`config.mk`:
```
export PLATFORM = sky130hd
export DESIGN_NAME = ps2_key_fifo
export DESIGN_NICKNAME = d
export VERILOG_FILES = /design/src/rtl/ps2_pkg.sv /design/src/rtl/ps2_evt_fifo.sv /design/src/rtl/ps2_key_fifo.sv
export SDC_FILE = /design/constraint.sdc
export NUM_CORES = 1
export LEC_CHECK = 0
export BUFFER_PORTS_ARGS = -buffer_cell sky130_fd_sc_hd__buf_2
export CAP_MARGIN = 20
export CORE_ASPECT_RATIO = 1.1
export CORE_MARGIN = 10
export CORE_UTILIZATION = 66
export CTS_CLUSTER_SIZE = 28
export DETAILED_ROUTE_END_ITERATION = 10
export GPL_ROUTABILITY_DRIVEN = 0
export PLACE_DENSITY_LB_ADDON = 0.08
export SYNTH_ARGS = -nofsm -noshare
export SYNTH_HDL_FRONTEND = slang
export SYNTH_HIERARCHICAL = 1
export SYNTH_SLANG_ARGS = --single-unit
```
`constraint.sdc`:
```
create_clock -name clk_50mhz -period 5.3 [get_ports clk_50mhz]
set_input_delay 0.53 -clock clk_50mhz [delete_from_list [all_inputs] [get_ports clk_50mhz]]
set_output_delay 0.53 -clock clk_50mhz [all_outputs]
set_load 0.02 [all_outputs]
```
`src/rtl/ps2_pkg.sv`:
```
// Shared constants, event layout and receiver state encoding for the PS/2 keyboard path.
package ps2_pkg;

    localparam logic [7:0] PS2_EXT_CODE = 8'hE0;
    localparam logic [7:0] PS2_BRK_CODE = 8'hF0;

    // Event word layout: {brk, ext, code[7:0]}
    localparam int unsigned EVT_W   = 10;
    localparam int unsigned EVT_BRK = 9;
    localparam int unsigned EVT_EXT = 8;

    typedef enum logic [1:0] {
        StIdle,
        StData,
        StParity,
        StStop
    } rx_state_e;

    // PS/2 uses odd parity over data + parity bit
    function automatic logic odd_weight(input logic [8:0] bits);
        return ^bits;
    endfunction

endpackage

```
`src/rtl/ps2_evt_fifo.sv`:
```
// First-word fall-through synchronous FIFO for keyboard events.
// A push while full is accepted only when a pop happens in the same cycle.
module ps2_evt_fifo #(
    parameter int unsigned Depth = 8,
    parameter int unsigned Width = 10
) (
    input  logic                   clk_i,
    input  logic                   rst_ni,
    input  logic                   push_i,
    input  logic [Width-1:0]       data_i,
    input  logic                   pop_i,
    output logic [Width-1:0]       data_o,
    output logic                   full_o,
    output logic                   empty_o,
    output logic [$clog2(Depth):0] count_o
);

    localparam int unsigned AddrW = $clog2(Depth);
    localparam int unsigned CntW  = AddrW + 1;

    logic [AddrW-1:0] wr_ptr_q, wr_ptr_d;
    logic [AddrW-1:0] rd_ptr_q, rd_ptr_d;
    logic [CntW-1:0]  count_q, count_d;
    logic [Width-1:0] mem_q [Depth];
    logic [Width-1:0] mem_d [Depth];
    logic             do_push;
    logic             do_pop;

    assign empty_o = (count_q == '0);
    assign full_o  = (count_q == CntW'(Depth));
    assign do_pop  = pop_i & ~empty_o;
    assign do_push = push_i & (~full_o | do_pop);
    assign data_o  = mem_q[rd_ptr_q];
    assign count_o = count_q;

    // Pointer, occupancy and storage next-state; pointers wrap naturally at Depth
    always_comb begin
        wr_ptr_d = wr_ptr_q;
        rd_ptr_d = rd_ptr_q;
        count_d  = count_q;
        mem_d    = mem_q;
        if (do_push) begin
            mem_d[wr_ptr_q] = data_i;
            wr_ptr_d        = wr_ptr_q + 1'b1;
        end
        if (do_pop) begin
            rd_ptr_d = rd_ptr_q + 1'b1;
        end
        if (do_push && !do_pop) begin
            count_d = count_q + 1'b1;
        end else if (do_pop && !do_push) begin
            count_d = count_q - 1'b1;
        end
    end

    // FIFO state registers
    always_ff @(posedge clk_i or negedge rst_ni) begin
        if (!rst_ni) begin
            wr_ptr_q <= '0;
            rd_ptr_q <= '0;
            count_q  <= '0;
            for (int i = 0; i < int'(Depth); i++) begin
                mem_q[i] <= '0;
            end
        end else begin
            wr_ptr_q <= wr_ptr_d;
            rd_ptr_q <= rd_ptr_d;
            count_q  <= count_d;
            mem_q    <= mem_d;
        end
    end

endmodule

```
`src/rtl/ps2_key_fifo.sv`:
```
// PS/2 keyboard receiver: synchroniser, clock glitch filter, frame deserialiser,
// E0/F0 prefix decoder and an event FIFO with valid/ready pop.
// Optional: define PS2_TYPEMATIC_FILTER_EN to drop repeated makes of the held key.
module ps2_key_fifo
    import ps2_pkg::*;
#(
    parameter int unsigned FILTER_LEN  = 8,
    parameter int unsigned FIFO_DEPTH  = 8,
    parameter int unsigned TIMEOUT_CYC = 50000,
    parameter int unsigned KEEP_BREAK  = 1
) (
    input  logic                        clk_50mhz,
    input  logic                        reset_n,
    input  logic                        ps2c,
    input  logic                        ps2d,
    output logic [EVT_W-1:0]            evt_data,
    output logic                        evt_valid,
    input  logic                        evt_ready,
    output logic [$clog2(FIFO_DEPTH):0] fifo_count,
    output logic [7:0]                  key_out,
    output logic                        overflow,
    output logic                        frame_err,
    input  logic                        clr_err
);

    localparam int unsigned FILT_W = $clog2(FILTER_LEN);
    localparam int unsigned TMO_W  = $clog2(TIMEOUT_CYC + 1);

    logic [1:0]       c_sync_q, c_sync_d;
    logic [1:0]       d_sync_q, d_sync_d;
    logic             filt_q, filt_d;
    logic [FILT_W-1:0] filt_cnt_q, filt_cnt_d;
    rx_state_e        state_q, state_d;
    logic [2:0]       bit_cnt_q, bit_cnt_d;
    logic [7:0]       shreg_q, shreg_d;
    logic             par_q, par_d;
    logic [TMO_W-1:0] tmo_q, tmo_d;
    logic             byte_stb_q, byte_stb_d;
    logic             ext_q, ext_d;
    logic             brk_q, brk_d;
    logic             push_q, push_d;
    logic             key_upd_q, key_upd_d;
    logic [EVT_W-1:0] evt_q, evt_d;
    logic [7:0]       key_out_q, key_out_d;
    logic             overflow_q, overflow_d;
    logic             frame_err_q, frame_err_d;

    logic ps2c_s;
    logic ps2d_s;
    logic bit_stb;
    logic rx_done;
    logic rx_err;
    logic ovf_set;
    logic fifo_full;
    logic fifo_empty;

`ifdef PS2_TYPEMATIC_FILTER_EN
    logic       rpt_vld_q, rpt_vld_d;
    logic [8:0] rpt_q, rpt_d;
`endif

    assign ps2c_s = c_sync_q[1];
    assign ps2d_s = d_sync_q[1];

    // Two-flop synchronisers for the asynchronous PS/2 lines
    always_comb begin
        c_sync_d = {c_sync_q[0], ps2c};
        d_sync_d = {d_sync_q[0], ps2d};
    end

    // Glitch filter: the filtered clock follows only after FILTER_LEN equal samples
    always_comb begin
        filt_d     = filt_q;
        filt_cnt_d = '0;
        if (ps2c_s != filt_q) begin
            if (filt_cnt_q == FILT_W'(FILTER_LEN - 1)) begin
                filt_d = ps2c_s;
            end else begin
                filt_cnt_d = filt_cnt_q + 1'b1;
            end
        end
        bit_stb = filt_q & ~filt_d;
    end

    // Frame deserialiser with inter-bit timeout
    always_comb begin
        state_d   = state_q;
        bit_cnt_d = bit_cnt_q;
        shreg_d   = shreg_q;
        par_d     = par_q;
        rx_done   = 1'b0;
        rx_err    = 1'b0;
        if (state_q == StIdle || bit_stb) begin
            tmo_d = '0;
        end else begin
            tmo_d = tmo_q + 1'b1;
        end
        unique case (state_q)
            StIdle: begin
                if (bit_stb && !ps2d_s) begin
                    state_d   = StData;
                    bit_cnt_d = '0;
                end
            end
            StData: begin
                if (bit_stb) begin
                    shreg_d   = {ps2d_s, shreg_q[7:1]};
                    bit_cnt_d = bit_cnt_q + 1'b1;
                    if (bit_cnt_q == 3'd7) begin
                        state_d = StParity;
                    end
                end
            end
            StParity: begin
                if (bit_stb) begin
                    par_d   = ps2d_s;
                    state_d = StStop;
                end
            end
            StStop: begin
                if (bit_stb) begin
                    state_d = StIdle;
                    if (ps2d_s && odd_weight({par_q, shreg_q})) begin
                        rx_done = 1'b1;
                    end else begin
                        rx_err = 1'b1;
                    end
                end
            end
            default: state_d = StIdle;
        endcase
        if (state_q != StIdle && !bit_stb && tmo_q == TMO_W'(TIMEOUT_CYC - 1)) begin
            state_d = StIdle;
            rx_err  = 1'b1;
        end
        byte_stb_d = rx_done;
    end

    // Prefix decoder: folds E0/F0 into the next code and stages the event
    always_comb begin
        ext_d     = ext_q;
        brk_d     = brk_q;
        push_d    = 1'b0;
        key_upd_d = 1'b0;
        evt_d     = evt_q;
`ifdef PS2_TYPEMATIC_FILTER_EN
        rpt_vld_d = rpt_vld_q;
        rpt_d     = rpt_q;
`endif
        if (rx_err) begin
            ext_d = 1'b0;
            brk_d = 1'b0;
        end else if (byte_stb_q) begin
            if (shreg_q == PS2_EXT_CODE) begin
                ext_d = 1'b1;
            end else if (shreg_q == PS2_BRK_CODE) begin
                brk_d = 1'b1;
            end else begin
                evt_d     = {brk_q, ext_q, shreg_q};
                key_upd_d = 1'b1;
                push_d    = !brk_q || (KEEP_BREAK != 0);
`ifdef PS2_TYPEMATIC_FILTER_EN
                if (brk_q) begin
                    rpt_vld_d = 1'b0;
                end else if (rpt_vld_q && rpt_q == {ext_q, shreg_q}) begin
                    push_d = 1'b0;
                end else begin
                    rpt_vld_d = 1'b1;
                    rpt_d     = {ext_q, shreg_q};
                end
`endif
                ext_d = 1'b0;
                brk_d = 1'b0;
            end
        end
    end

    // Push-cycle side effects: held-key register and sticky error flags
    always_comb begin
        key_out_d = key_out_q;
        if (key_upd_q) begin
            if (!evt_q[EVT_BRK]) begin
                key_out_d = evt_q[7:0];
            end else if (evt_q[7:0] == key_out_q) begin
                key_out_d = '0;
            end
        end
        ovf_set     = push_q & fifo_full & ~(evt_ready & ~fifo_empty);
        overflow_d  = clr_err ? 1'b0 : (overflow_q | ovf_set);
        frame_err_d = clr_err ? 1'b0 : (frame_err_q | rx_err);
    end

    // Receiver and decoder state registers
    always_ff @(posedge clk_50mhz or negedge reset_n) begin
        if (!reset_n) begin
            c_sync_q    <= 2'b11;
            d_sync_q    <= 2'b11;
            filt_q      <= 1'b1;
            filt_cnt_q  <= '0;
            state_q     <= StIdle;
            bit_cnt_q   <= '0;
            shreg_q     <= '0;
            par_q       <= 1'b0;
            tmo_q       <= '0;
            byte_stb_q  <= 1'b0;
            ext_q       <= 1'b0;
            brk_q       <= 1'b0;
            push_q      <= 1'b0;
            key_upd_q   <= 1'b0;
            evt_q       <= '0;
            key_out_q   <= '0;
            overflow_q  <= 1'b0;
            frame_err_q <= 1'b0;
        end else begin
            c_sync_q    <= c_sync_d;
            d_sync_q    <= d_sync_d;
            filt_q      <= filt_d;
            filt_cnt_q  <= filt_cnt_d;
            state_q     <= state_d;
            bit_cnt_q   <= bit_cnt_d;
            shreg_q     <= shreg_d;
            par_q       <= par_d;
            tmo_q       <= tmo_d;
            byte_stb_q  <= byte_stb_d;
            ext_q       <= ext_d;
            brk_q       <= brk_d;
            push_q      <= push_d;
            key_upd_q   <= key_upd_d;
            evt_q       <= evt_d;
            key_out_q   <= key_out_d;
            overflow_q  <= overflow_d;
            frame_err_q <= frame_err_d;
        end
    end

`ifdef PS2_TYPEMATIC_FILTER_EN
    // Last queued make, cleared by any break
    always_ff @(posedge clk_50mhz or negedge reset_n) begin
        if (!reset_n) begin
            rpt_vld_q <= 1'b0;
            rpt_q     <= '0;
        end else begin
            rpt_vld_q <= rpt_vld_d;
            rpt_q     <= rpt_d;
        end
    end
`endif

    ps2_evt_fifo #(
        .Depth (FIFO_DEPTH),
        .Width (EVT_W)
    ) u_fifo (
        .clk_i   (clk_50mhz),
        .rst_ni  (reset_n),
        .push_i  (push_q),
        .data_i  (evt_q),
        .pop_i   (evt_ready),
        .data_o  (evt_data),
        .full_o  (fifo_full),
        .empty_o (fifo_empty),
        .count_o (fifo_count)
    );

    assign evt_valid = ~fifo_empty;
    assign key_out   = key_out_q;
    assign overflow  = overflow_q;
    assign frame_err = frame_err_q;

endmodule

```
# Yosys cells after proc, flatten, opt, wreduce, memory -nomap -nowiden
# Cells that the tools add are included.
# op_classes
n_reduce_logical	27
n_eq_ne	21
n_addsub	7
bitwise	17
muxes	46
order_cmp	3
# ops
op	n
bitwise mux 80 bit	1
binary-select mux 10 bit (select 3 bit)	1
demux 10 bit (select 3 bit)	1
2-to-1 mux 10 bit	3
2-to-1 mux 1 bit	23
adder 16 x 1 -> 16 bit, second input constant	1
== test 16 bit, second input constant	1
== test 8 bit, second input constant	2
2-to-1 mux 16 bit	1
2-to-1 mux 8 bit	2
!= test 3 bit, second input constant	5
adder 3 x 1 -> 3 bit, second input constant	4
2-to-1 mux 2 bit	6
2-to-1 mux 3 bit	4
AND reduction 2 bit	5
XOR reduction 9 bit	1
== test 8 bit	1
>= comparator 4 bit, second input constant	2
2-to-1 mux 4 bit	2
inverter 3 -> 4 bit	2
one-hot mux 2 bit (4 select lines)	1
nonzero test 2 bit	4
logical AND 1 bit	7
inverter 1 bit	7
other kinds (21)	34
# totals
register_bits	152
out_inout_bits	25
elab_cells	149
input_bits	6

# Depth between registers and ports, before layout
# Gate-level depths: netlist of the first run.
# depth
ltp_word	11
ltp_mapped	10
ltp_nobuf	9

# Cells and area by module
# Netlist of the first run, hierarchy kept.
# modules_own_cells
mod	cells_each	area_each_um2	n_inst	seq_area_each_um2
ps2_evt_fifo	263	4297.9	1	2252.2
ps2_key_fifo	254	2914.0	1	1557.7

# Worst setup path after synthesis of the first run
# No wires, ideal clock.
# synth_timing
path_type	flip-flop to flip-flop
startpoint	reg u_fifo.count_q[1] (netlist: u_fifo/count_o[1])
endpoint	reg u_fifo.count_q[3] (netlist: u_fifo/count_o[3])
synth_period_minus_slack_ns	3.085
n_path_buf	1
setup_slack_ns	2.215
arrival_ns	2.954
required_ns	5.169
path_stages_with_launch	11
setup_time_ns	0.131
path_cell_list	dfrtp_1 or4b_4 buf_6 o21ai_0 inv_1 ha_1 inv_1 ha_1 or4_1 o211ai_1 o211ai_1
# synth_via
elab_chain_len	8
elab_cells_between_ends	16
cone_classes	add/sub (2); eq/ne (1); mux (2); bitwise (5); reduce/logical (6)
# synth_rtl
item	line_no	text
from (decl)	ps2_evt_fifo.sv:23	logic [CntW-1:0] count_q, count_d;
from (signal assigned)	ps2_evt_fifo.sv:68	count_q <= count_d;
zero test 4 bit	ps2_evt_fifo.sv:29	assign empty_o = (count_q == '0);
inverter 1 bit	ps2_evt_fifo.sv:31	assign do_pop = pop_i & ~empty_o;
bitwise AND 1 bit	ps2_evt_fifo.sv:31	
bitwise OR 1 bit *	ps2_evt_fifo.sv:32	assign do_push = push_i & (~full_o | do_pop);
bitwise AND 1 bit *	ps2_evt_fifo.sv:32	
net u_fifo.do_push	ps2_evt_fifo.sv:26	logic do_push;
zero test 1 bit	ps2_evt_fifo.sv:51	end else if (do_pop && !do_push) begin
logical AND 1 bit	ps2_evt_fifo.sv:51	
nonzero test 2 bit (no source line)	--	
# The timed path passes the listed nets; every way through them passes the cells marked *. The select of a mux whose other input is x is not followed.
# A chain may end at the register's enable or synchronous reset.

# Worst setup path in the final report of the first run
# Ends and elaborated chain as after synthesis.

==> impl_summary.md, run 1 <==
Status
The run finished with clean final reports.

Detailed routing
Wire segments on met3 add up to ~430 um in the final route. After the first detailed-routing iteration, the DRC count stood at 316. The detailed router put a total of about 6000 um of wire on met1.

The final routed wire length divided by cell count is around 20 um. The sum of routed wire length over all layers is 14000 um. The number of remaining DRC errors is 0. The overall via count from detail_route is 4241. The first TritonRoute pass finished after 4 iterations. The detailed route wirelength on metal2 is 7470 um. The count of nets left with antenna violations once routing finished came out at 0.

The per-cell via count in the routed design is around 6.0. The top metal layer carrying routed signals is met4.

Logic synthesis
The total nets after synthesis is 544. In this run, distinct cell masters in the synthesized netlist total 58. In the synthesized netlist the async set-or-reset flop fraction comes to 1.00. The most used flip-flop cell after synthesis is dfrtp_1. The Yosys step of the flow raised 6 warnings. The average instance in the mapped netlist occupies 13.9 sq um.

Yosys mapped a number of flops with a built-in enable equal to 0. Counting flops and latches in the post-synthesis netlist gives 152. The synthesized netlist cell count is between 500 and 600. The sequential-to-total area share from yosys stat is 0.528. The post-synth design cell area is 7210 sq um.

Cells and area
Of the cells placed in the final design, the portion with a size suffix greater than 1 is 0.371. In the layout the commonest cells are dfrtp_1 (147), mux2_2 (97), buf_2 (29). The summed area of non-filler cells in the final layout is 8120 sq um. The final cell count without fillers is 709. Compared with the post-synthesis result, the final layout area differs by 12.6%. The commonest non-fill, non-tap cell in the layout is dfrtp_1.

The total inserted antenna cells is 0. The final-stage net count is slightly below 600.

Timing
The setup violation total in the final timing report is 0. The worst max-slew margin expressed relative to the limit is 0.318. For this run, the top clock speed supported by timing is just under 300 MHz.

Hold is met by 0.152 ns. The hold violation count in the final report is 0. The final number of max-transition violations is 0. Dividing the final minimum period by the clock period gives 0.633.

The transition at the pin with the smallest max-transition slack is 1.02 ns. Setup repair after global routing left no endpoint under its margin. In the final timing run, aggregate negative setup slack is 0 ns. On the final layout, the worst clock skew is ~0.007 ns. The minimum clock period is 3.36 ns.

Worst setup path
STA classifies the critical path startpoint as a flip-flop. The critical path data required time is 5.59 ns. The worst setup path is captured at a flip-flop. In this run the worst path has a maximum fanout of 11. Data on the critical path arrives at its endpoint at 3.65 ns.

The critical path class is reg2reg.

Clocking
The clock tree from TritonCTS is built. For this design, the sink count on the clock tree is 152. The number of gates resized after cts is 0.

For the worst-skew pair, the clock arrives at the later sink with an insertion delay of around 0.42 ns. The number of buffers on the longest clock path is 2. The number of buffers inserted by post-CTS setup repair is 0. Clock-pin slew was measured on the worst setup and hold paths at 0.06 ns.

In this run the number of H-tree levels came out at 4. In this run, CTS created clock tree buffers numbering 17. Buffers inserted to repair hold after CTS numbered 0. The clock tree root driver cell is clkbuf_16.

Global routing
The wire length of the first global-routing pass is approximately 24000 um. The initial antenna violation count is 0. Entering global routing, the biggest net connects 88 pins. In the global route stage, overall resource usage came out at 0.194. The aggregate global routing overflow is 0. The number of global-route vias before repair is 4608.

Floorplanning
The area enclosed by the die boundary is approximately 16000 sq um. The floorplan step set the die height to 130 um. The core region is 10500 sq um. The die is 120 um wide.

Pin placement for this block handled 31 I/O pins. The floorplan has 39 rows. The initial utilization of the core area, before any placement, comes to 0.684.

Power
The leakage power of the design is 0.00389 uW. The maximum resistive drop on vdd is 237 uV. The power density over cell area is approximately 330 nW/um^2.

Worst hold path
The path class of the lowest-slack min-delay path is in2async.

Placed design
Detailed placement ended at an HPWL of a little under 9000 um. In this run the cell area measured after placement is around 7500 sq um. The number of I/O port buffers is 30. Including well taps, the total number of placed cells is 676.

Job
Max-cap violations in this run came to 0.
[metal layers]
| metal | global-route usage | up-vias |
|---|---|---|
| li1 | - | 1967 |
| met1 | 0.233 | 2199 |
| met2 | 0.341 | 65 |
| met3 | 0.0465 | 10 |
| met4 | 0.0589 | 0 |
| met5 | 0 | - |
[cell families (layout without fill, tap and decap cells)]
| group | after synthesis | count (layout) | share of synthesized area |
|---|---|---|---|
| fa+ha+maj | 21 | 21 | 0.0375 |
| mux | 128 | 128 | 0.236 |
| simple gates | 96 | 96 | 0.0687 |
| xor+xnor | 30 | 30 | 0.0383 |
| buf+inv | 35 | 84 | 0.0215 |
| flops | 152 | 152 | 0.528 |
| compound gates | 55 | 55 | 0.0701 |
[layout make-up]
type / instances / area (sq um)
tap: 143 / 179
multi-input combinational: 330 / 3250
sequential: 152 / 3810
clock inverter: 12 / 165
inverter: 19 / 71.3
clock buffer: 20 / 467
fill: 650 / 2420
timing repair buffer: 33 / 183
[state kept, by name, indices dropped and copies added, names as in the netlist, 2 cells and up]
register         count
tmo_q               16
evt_q               10
u_fifo/rd_ptr_q      3
shreg_q              8
u_fifo/wr_ptr_q      3
u_fifo/mem_q        80
state_q              2
bit_cnt_q            3
c_sync_q             2
d_sync_q             2
u_fifo/count_o       4
key_out              8
filt_cnt_q           3
[Yosys cell counts, drive strengths merged, types with 2 or more instances]
| library cell | count | area [sq um] |
|---|---|---|
| clkbuf | 7 | 26.3 |
| or4 | 2 | 18.8 |
| or4b | 2 | 23.8 |
| inv | 19 | 71.3 |
| nand3 | 8 | 40.0 |
| a22o | 10 | 87.6 |
| mux4 | 20 | 450 |
| xnor2 | 25 | 219 |
| nand3b | 2 | 15.0 |
| buf | 9 | 57.6 |
| and4 | 2 | 17.5 |
| nor3 | 6 | 41.3 |
| mux2 | 107 | 1240 |
| o211ai | 7 | 93.8 |
| o21ai | 16 | 91.3 |
| o2bb2ai | 2 | 17.5 |
| nand2 | 27 | 101 |
| o2111ai | 4 | 93.8 |
| nor2b | 5 | 31.3 |
| ha | 20 | 250 |
| nand4 | 3 | 18.8 |
| or3 | 4 | 25.0 |
| and3 | 3 | 20.0 |
| xor2 | 4 | 35.0 |
| dfstp | 5 | 131 |
| nor3b | 2 | 15.0 |
| dfrtp | 147 | 3680 |
| a21oi | 7 | 35.0 |
| nor2 | 26 | 97.6 |
[where the power goes]
group	switching, uW	internal (uW)
sequential	28.1	1200
combinational	120	66.1
clock	473	784
total	621	2050
[path summary, 6_finish.rpt]
path | startpoint | to | slack, ns | cells after the start
max | u_fifo/count_o[1] | u_fifo/count_o[3] | 1.94 | 9
min | reset_n | u_fifo/rd_ptr_q[2] | 0.15 | 1
max reg2reg | u_fifo/count_o[1] | u_fifo/count_o[3] | 1.94 | 9
min reg2reg | c_sync_q[0] | c_sync_q[1] | 0.36 | 0
max in group asynchronous | reset_n | u_fifo/mem_q[60] | 3.84 | 2
min in group clk_50mhz | ps2c | c_sync_q[0] | 0.21 | 1
[worst max-delay path: stages (launching register included)]
cell and delay, ns:
dfrtp_1 0.47, or4b_4 0.70, o21ai_0 0.40, inv_1 0.10, ha_1 0.29, inv_1 0.18
ha_1 0.33, or4_1 0.53, o211ai_1 0.11, o211ai_1 0.11
[through the flow]
| stage | setup WS (ns) | total power, uW | util |
|---|---|---|---|
| after CTS | 1.92 | 2690 | 0.769 |
| after global routing | 1.78 | 2780 | 0.771 |
| after detailed placement | 1.94 | 1440 | 0.710 |
| after floorplan | 2.22 | 1380 | - |
| final | 1.94 | 2670 | 0.771 |
| after global placement | 2.05 | 1420 | 0.710 |
No activity file was read; power rests on OpenSTA's default activity.
==> run 2, diff against run 1 <==
Settings changed: ABC_AREA set to 1, CORE_UTILIZATION 66 to 56.
Clock period 5.3 ns to 2.9 ns, I/O delays scaled along.
==> impl_summary.md, run 2 <==
Placed design
The number of I/O port buffers was 30 (unchanged). The placed wire-length estimate after detailed placement is 11900 um (+34%).

Worst setup path
The biggest cell delay along the critical path is 0.37 ns (-0.33 ns). STA classifies the critical path startpoint as a flip-flop. The sum of buffers and inverters on the critical path is 3 (+1).

The critical path starts at u_fifo/rd_ptr_q[0]. The family of cells with the greatest summed delay on the critical path is buffers and inverters. The critical path goes through inv_1, buf_12, nor2_1, o21ai_0, nand2_1, nand2_1, buf_2. The cell repeated most along the worst path is nand2_1. The peak fanout along the critical path came to 35 (+24). The worst setup path is of the reg2out kind. In this run the critical register-to-register path is captured at u_fifo/count_o[3]. The last element of the critical path is evt_data[8].

The data arrival time of the worst path is 2.06 ns (-1.59 ns). The reg-to-reg startpoint is u_fifo/count_o[0]. The worst reg2reg path depth came to 12 (+3). The critical path data required time came to 2.61 ns (-2.98 ns). The worst-path cell with the longest stage delay is dfrtp_1.

The endpoint class of the critical path is a primary output. The critical path depth is 7 (-2). The flop-to-flop setup slack was 0.59 ns (-1.35 ns).

Timing
The transition at the pin with the smallest max-transition slack came to 0.658 ns (-0.364 ns). The final number of max-transition violations came to 0 (unchanged). The worst max-slew margin expressed relative to the limit was 0.561 (+0.243). The hold violation count in the final report is 0 (unchanged). The minimum clock period is 2.35 ns. Setup repair after global routing left no endpoint under its margin.

For this run, the top clock speed supported by timing is about 430 MHz. Dividing the final minimum period by the clock period gives 0.810. The setup skew after layout is 0.0103 ns (+0.00313 ns). The post-route worst hold slack is 0.0246 ns (-0.128 ns). The setup violation total in the final timing report is 0 (unchanged). The final-layout setup total negative slack is 0 ns (unchanged).

Logic synthesis
For this run, the leading register cell type out of synthesis is dfrtp_1. The post-synthesis cell type with the largest combined area is dfrtp_1. Yosys attributes the largest share of cell area to dfrtp_1 (47%), nand2_1 (16%), nand4_1 (6.9%). The total nets after synthesis came to 1001 (+84%). The synthesized netlist cell count is 974 (+88%). The number of enable flip-flop cells after synthesis is 0 (unchanged).

The post-synth design cell area was 7840 sq um (+8.8%). The area share of the largest cell type after synthesis was 0.469 (-0.0411). The total of flip-flops plus latches after synthesis is 152 (unchanged). The sequential-to-total area share from yosys stat is 0.486 (-0.0426). The warning count from the yosys run is 6 (unchanged). The average size of a mapped cell was 8.05 sq um (-42%). Among all cell types in the netlist, the one instantiated most often is nand2_1. After synthesis, the most frequently instantiated cells are nand2_1 (340), dfrtp_1 (147), nor2_1 (95). The number of unique standard cell types used by synthesis is 49 (-16%). The post-synthesis async set-or-reset flop share is 1.00 (unchanged).

Global routing
The pin count of the biggest net entering global routing is 89 (+1.1%). The number of global-route vias before repair is 6066 (+32%). The wire length of the first global-routing pass is 31000 um (+30%). The initial antenna violation count came to 0 (unchanged). The global-route total usage across every layer came to 0.201 (+0.00674). The aggregate global routing overflow was 0 (unchanged).

Cells and area
Leaving out fill and tap cells, the most frequent cell in the layout is nand2_1. The largest registers in the layout are u_fifo/mem_q (80), tmo_q (16), evt_q (10). The growth of design area from synthesis to finish is 11.0%. Ranked by flip-flop count, first place goes to u_fifo/mem_q. In the layout the commonest cells are nand2_1 (340), dfrtp_1 (146), nor2_1 (95). The total inserted antenna cells was 0 (unchanged).

The final-stage net count is 1017 (+75%). The number of flip-flops in the largest register is 80 (unchanged). The fraction of layout instances using a drive strength above 1 is 0.118 (-0.253).

Detailed routing
The per-cell via count in the routed design is 5.42 (-9.5%). The number of iterations in the first detailed-routing pass is 5 (+1). The number of remaining DRC errors is 0 (unchanged).

The sum of routed wire length over all layers is 18500 um (+32%). The final routed wire length divided by cell count is 15.5 um (-21%). The overall via count from detail_route is 6450 (+52%).

The final antenna-violating net count came to 0 (unchanged). The count of routing violations after the opening detailed-route iteration came to 637 (+100%).

Clocking
The clock-pin slew reported for the worst setup and hold paths after clock tree synthesis was 0.06 ns (about the same). The number of gates resized after cts is 0 (unchanged). The number of buffers created by CTS came to 17 (unchanged). The number of buffers inserted by post-CTS setup repair is 0 (unchanged). The count of H-tree levels built during CTS is 4 (unchanged). CTS placed an instance of clkbuf_16 at the clock tree root. The number of buffers on the longest clock path is 2 (unchanged). The insertion delay of the later-clocked pin in the worst-skew pair is 0.43 ns (about the same).

The clock tree from TritonCTS is built. The number of hold-repair buffers added at the cts stage is 3 (+3). The number of sinks on the clock net is 152 (unchanged).

Power
The power density over cell area came to 545 nW/um^2 (+66%). The leakage power of the design is 0.00456 uW (+17%). The maximum resistive drop on vdd is 359 uV (+52%).

Floorplanning
The core footprint is 13800 sq um (+31%). The area enclosed by the die boundary is 19100 sq um (+23%). The placement row count is 45 (+15%). The number of top-level pins came to 31 (unchanged).

The y dimension of the die came to 144 um (+11%). The starting utilization of the core area was 0.569 (-0.116). The width of the chip is 133 um (+11%).

Status
The flow ran to the end, and the final reports show no timing, DRC or antenna violations.

Job
The max-capacitance violation count is 0 (unchanged).

Worst hold path
The path class of the lowest-slack min-delay path is in2reg.
-- run 2: changes by cell type in the layout (fill, tap and decap cells not counted), sizes merged, moves of 5 or more --
cell / delta
mux2: -107
xnor2: -20
buf: +14
nor2: +72
nor2b: -5
nand2: +319
o21ai: +64
mux4: -20
clkbuf: +8
o211ai: -5
nand3: +16
a22o: -9
inv: +44
nand4: +85
-- run 2: power by group --
part | switching (uW) | internal (uW)
logic | 283 | 148
registers | 44.8 | 2200
clock network | 825 | 1250
-- run 2: layer usage --
metal / wire [um] / GRT usage
met4: 348 / 0.0718
met1: 8390 / 0.265
met3: 931 / 0.0451
met5: 0 / 0
met2: 8790 / 0.319
-- run 2: metrics by stage --
step | instance area, sq um | total power, uW | utilization | instances | setup slack (ns)
floorplan | 7840 | 2590 | - | 974 | 0.645
global placement | 8130 | 2710 | 0.590 | 1156 | 0.681
detailed placement | 8130 | 2720 | 0.590 | 1156 | 0.624
CTS | 8700 | 4790 | 0.631 | 1191 | 0.567
global route | 8700 | 4950 | 0.631 | 1191 | 0.361
finish | 8700 | 4750 | 0.631 | 1191 | 0.551
-- run 2: final cells by class --
type	instances	area (sq um)
multi-input combinational	703	3510
inverter	66	253
sequential	152	3810
timing repair buffer	50	352
clock buffer	28	497
tap	188	235
fill	1251	5090
clock inverter	4	45.0
-- run 2: logic make-up (layout without fill, tap and decap cells) --
| kind of cell | count (synthesis) | in the layout | share of synthesized area |
|---|---|---|---|
| fa+ha+maj | 21 | 21 | 0.0345 |
| compound gates | 99 | 99 | 0.0708 |
| xor+xnor | 11 | 11 | 0.0123 |
| flops | 152 | 152 | 0.486 |
| buf+inv | 119 | 148 | 0.0665 |
| simple gates | 572 | 572 | 0.330 |
-- run 2: how the worst min path moves through the flow --
stage          startpoint               end  slack (ns)  depth (start not counted)
3_5_place_dp      reset_n  u_fifo/mem_q[29]        0.30                          1
2_1_floorplan     reset_n      bit_cnt_q[0]      -0.006                          0
4_1_cts           clr_err          overflow        0.01                          2
5_1_grt           clr_err          overflow        0.03                          2
3_3_place_gp      reset_n  u_fifo/mem_q[29]        0.31                          1
6_report          clr_err          overflow        0.02                          2
==> run 3, diff against run 2 <==
Settings changed: CORE_UTILIZATION 56 to 62.
Clock period 2.9 ns to 2.4 ns, I/O delays scaled along.
==> impl_summary.md, run 3 (synthesis results as in run 2) <==
Status
The flow ran to the end, and the final reports show no timing, DRC or antenna violations.

Cells and area
The largest register by flop count is u_fifo/mem_q. In the layout the commonest cells are nand2_1 (339), dfrtp_1 (145), nor2_1 (95). The total inserted antenna cells was 0 (unchanged). The fraction of layout instances using a drive strength above 1 is 0.134 (+0.0166).

The number of flip-flops in the largest register is 80 (unchanged). The register cell area after layout came to 3810 sq um (about the same). The commonest non-fill, non-tap cell in the layout is nand2_1. The growth of design area from synthesis to finish is 12.7%. The largest registers in the layout are u_fifo/mem_q (80), tmo_q (16), evt_q (10). The final-stage net count is 1027 (+0.98%). The share of the core filled with cells is 0.708 (+0.0770). The number of inserted filler cells in the final layout was 1005 (-20%). The area of the multi-input gates is 3510 sq um (about the same).

Clocking
The count of H-tree levels built during CTS is 4 (unchanged). The insertion delay of the later-clocked pin in the worst-skew pair is 0.43 ns (about the same). Clock tree synthesis selected as its root buffer the cell clkbuf_16. The clock-pin slew reported for the worst setup and hold paths after clock tree synthesis is 0.06 ns (about the same). The number of buffers on the longest clock path is 2 (unchanged).

The number of sinks on the clock net is 152 (unchanged). The number of buffers created by CTS was 17 (unchanged). TritonCTS built the clock tree.

Floorplanning
The starting utilization of the core area came to 0.628 (+0.0598). The placement row count is 43 (-4.4%). The width of the chip was 127 um (-4.2%).

The area enclosed by the die boundary is 17600 sq um (-8.3%). The number of top-level pins was 31 (unchanged). The core footprint is 12500 sq um (-9.5%).

The y dimension of the die came to 138 um (-4.3%).

Worst setup path
The worst setup path is of the reg2out kind. The data arrival time of the worst path is 2.09 ns (+0.03 ns). The biggest cell delay along the critical path was 0.42 ns (+0.05 ns). Traced cell by cell, the critical path runs through buf_4, o21ai_0, o21ai_0, nand2_1, nand2_1, buf_2. The family of cells with the greatest summed delay on the critical path is buffers and inverters. The sum of buffers and inverters on the critical path is 2 (-1).

The peak fanout along the critical path came to 41 (+17%). The launching element type of the critical path is a flip-flop. The critical path data required time is 2.16 ns (-0.45 ns). The slowest stage of the critical path belongs to the cell buf_4.

The endpoint class of the critical path is a primary output. The worst register-to-register path begins at u_fifo/count_o[2]. In this run the worst setup path begins at u_fifo/rd_ptr_q[0].

Timing
The final period utilization is 0.973. Static timing analysis puts the maximum clock frequency at 428 MHz. The final number of max-transition violations is 0 (unchanged). The setup violation total in the final timing report was 0 (unchanged). The hold violation count in the final report is 0 (unchanged).

The transition at the pin with the smallest max-transition slack came to 0.611 ns (-0.0468 ns). Setup repair after global routing left no endpoint under its margin. The setup skew after layout was 0.00531 ns (-0.00494 ns). The worst max-slew margin expressed relative to the limit was 0.593 (+0.0312). The final-layout setup total negative slack is 0 ns (unchanged). Counting I/O delays and the setup requirement, the final critical path takes between 2 and 2.5 ns.

Detailed routing
The count of routing violations after the opening detailed-route iteration is 738 (+16%). The sum of routed wire length over all layers came to 19200 um (+4.0%). The final routed wire length divided by cell count came to 16.4 um (+5.8%).

The overall via count from detail_route is 6676 (+3.5%). The per-cell via count in the routed design is 5.71 (+5.4%). The number of iterations in the first detailed-routing pass was 5 (unchanged). The final antenna-violating net count is 0 (unchanged).

The number of remaining DRC errors is 0 (unchanged).

Global routing
The pin count of the biggest net entering global routing is 92 (+3.4%). The initial antenna violation count is 0 (unchanged). The number of global-route vias before repair is 6508 (+7.3%). The wire length of the first global-routing pass came to 32200 um (+3.7%). The aggregate global routing overflow is 0 (unchanged). The global-route total usage across every layer is 0.228 (+0.0267).

Job
The max-capacitance violation count is 0 (unchanged).

Worst hold path
The path class of the tightest hold or removal check is in2reg. The beginning of the worst hold path is evt_ready.

Power
The leakage power of the design was 0.00464 uW (+1.8%). The power density over cell area came to 686 nW/um^2 (+26%). The maximum resistive drop on vdd was 623 uV (+73%).

Placed design
The placed wire-length estimate after detailed placement came to 12700 um (+6.8%). The number of I/O port buffers is 30 (unchanged).
## run 3: changes by cell type in the layout (fill, tap and decap cells not counted)
cell and delta:
clkbuf_1 -6, dlygate4sd3_1 +1, inv_1 -1, dfrtp_2 +1, nand2_2 +1, clkinvlp_4 +2, nand2_1 -1, clkbuf_8 +3
dfrtp_1 -1, bufinv_16 +2, buf_4 +9
## run 3: worst paths after layout
path,endpoint,slack [ns],cells past startpoint
worst max register to register,u_fifo/count_o[3],0.16,12
min in group asynchronous,u_fifo/mem_q[35],0.23,2
max in group asynchronous,key_upd_q,1.44,3
worst max-delay path,evt_data[8],0.07,6
worst min register to register,d_sync_q[1],0.36,0
worst min-delay path,overflow,0.18,4
## run 3: per-stage QoR
stage	hold WS [ns]	worst slack [ns]	area, sq um	total power, uW	cells
finish	0.175	0.0654	8840	6070	1170
global route	0.217	0.00334	8840	6310	1170
CTS	0.165	0.0798	8810	6100	1168
detailed placement	0.109	0.139	8150	3300	1132
global placement	0.106	0.248	8150	3260	1132
floorplan	-0.0556	0.145	7840	3130	974
## run 3: routing by layer
layer / up-vias / routed length [um] / global-route usage
li1: 3232 / - / -
met1: 3184 / 8060 / 0.283
met2: 218 / 9470 / 0.375
met3: 42 / 1160 / 0.0501
met4: 0 / 497 / 0.101
met5: - / 0 / 0
## run 3: timing repair
action	CTS	global route
endpoints found under the hold margin	34	0
hold buffers	4	0
setup buffers	0	2
resized for setup	0	3
endpoints found under the setup margin	0	8
## run 3: final cells by class
cell class | instances | share of cell area
sequential | 152 | 0.431
tap | 157 | 0.0222
timing repair buffer | 60 | 0.0486
multi-input combinational | 703 | 0.398
clock inverter | 7 | 0.0127
inverter | 66 | 0.0290
clock buffer | 25 | 0.0583
## run 3: tightest hold or removal path: cells and delay by family
kind / cells / cell delay, ns
simple gates: 2 / 0.13
compound gates: 1 / 0.07
buf+inv: 1 / 0.12
## run 3: where the power goes
| part | total, uW | internal (uW) | switching, uW | leakage, uW |
|---|---|---|---|---|
| registers | 2710 | 2660 | 56.1 | 0.00208 |
| logic | 548 | 186 | 362 | 0.00225 |
| clock network | 2800 | 1800 | 1010 | 0.000309 |
| total | 6070 | 4640 | 1430 | 0.00464 |
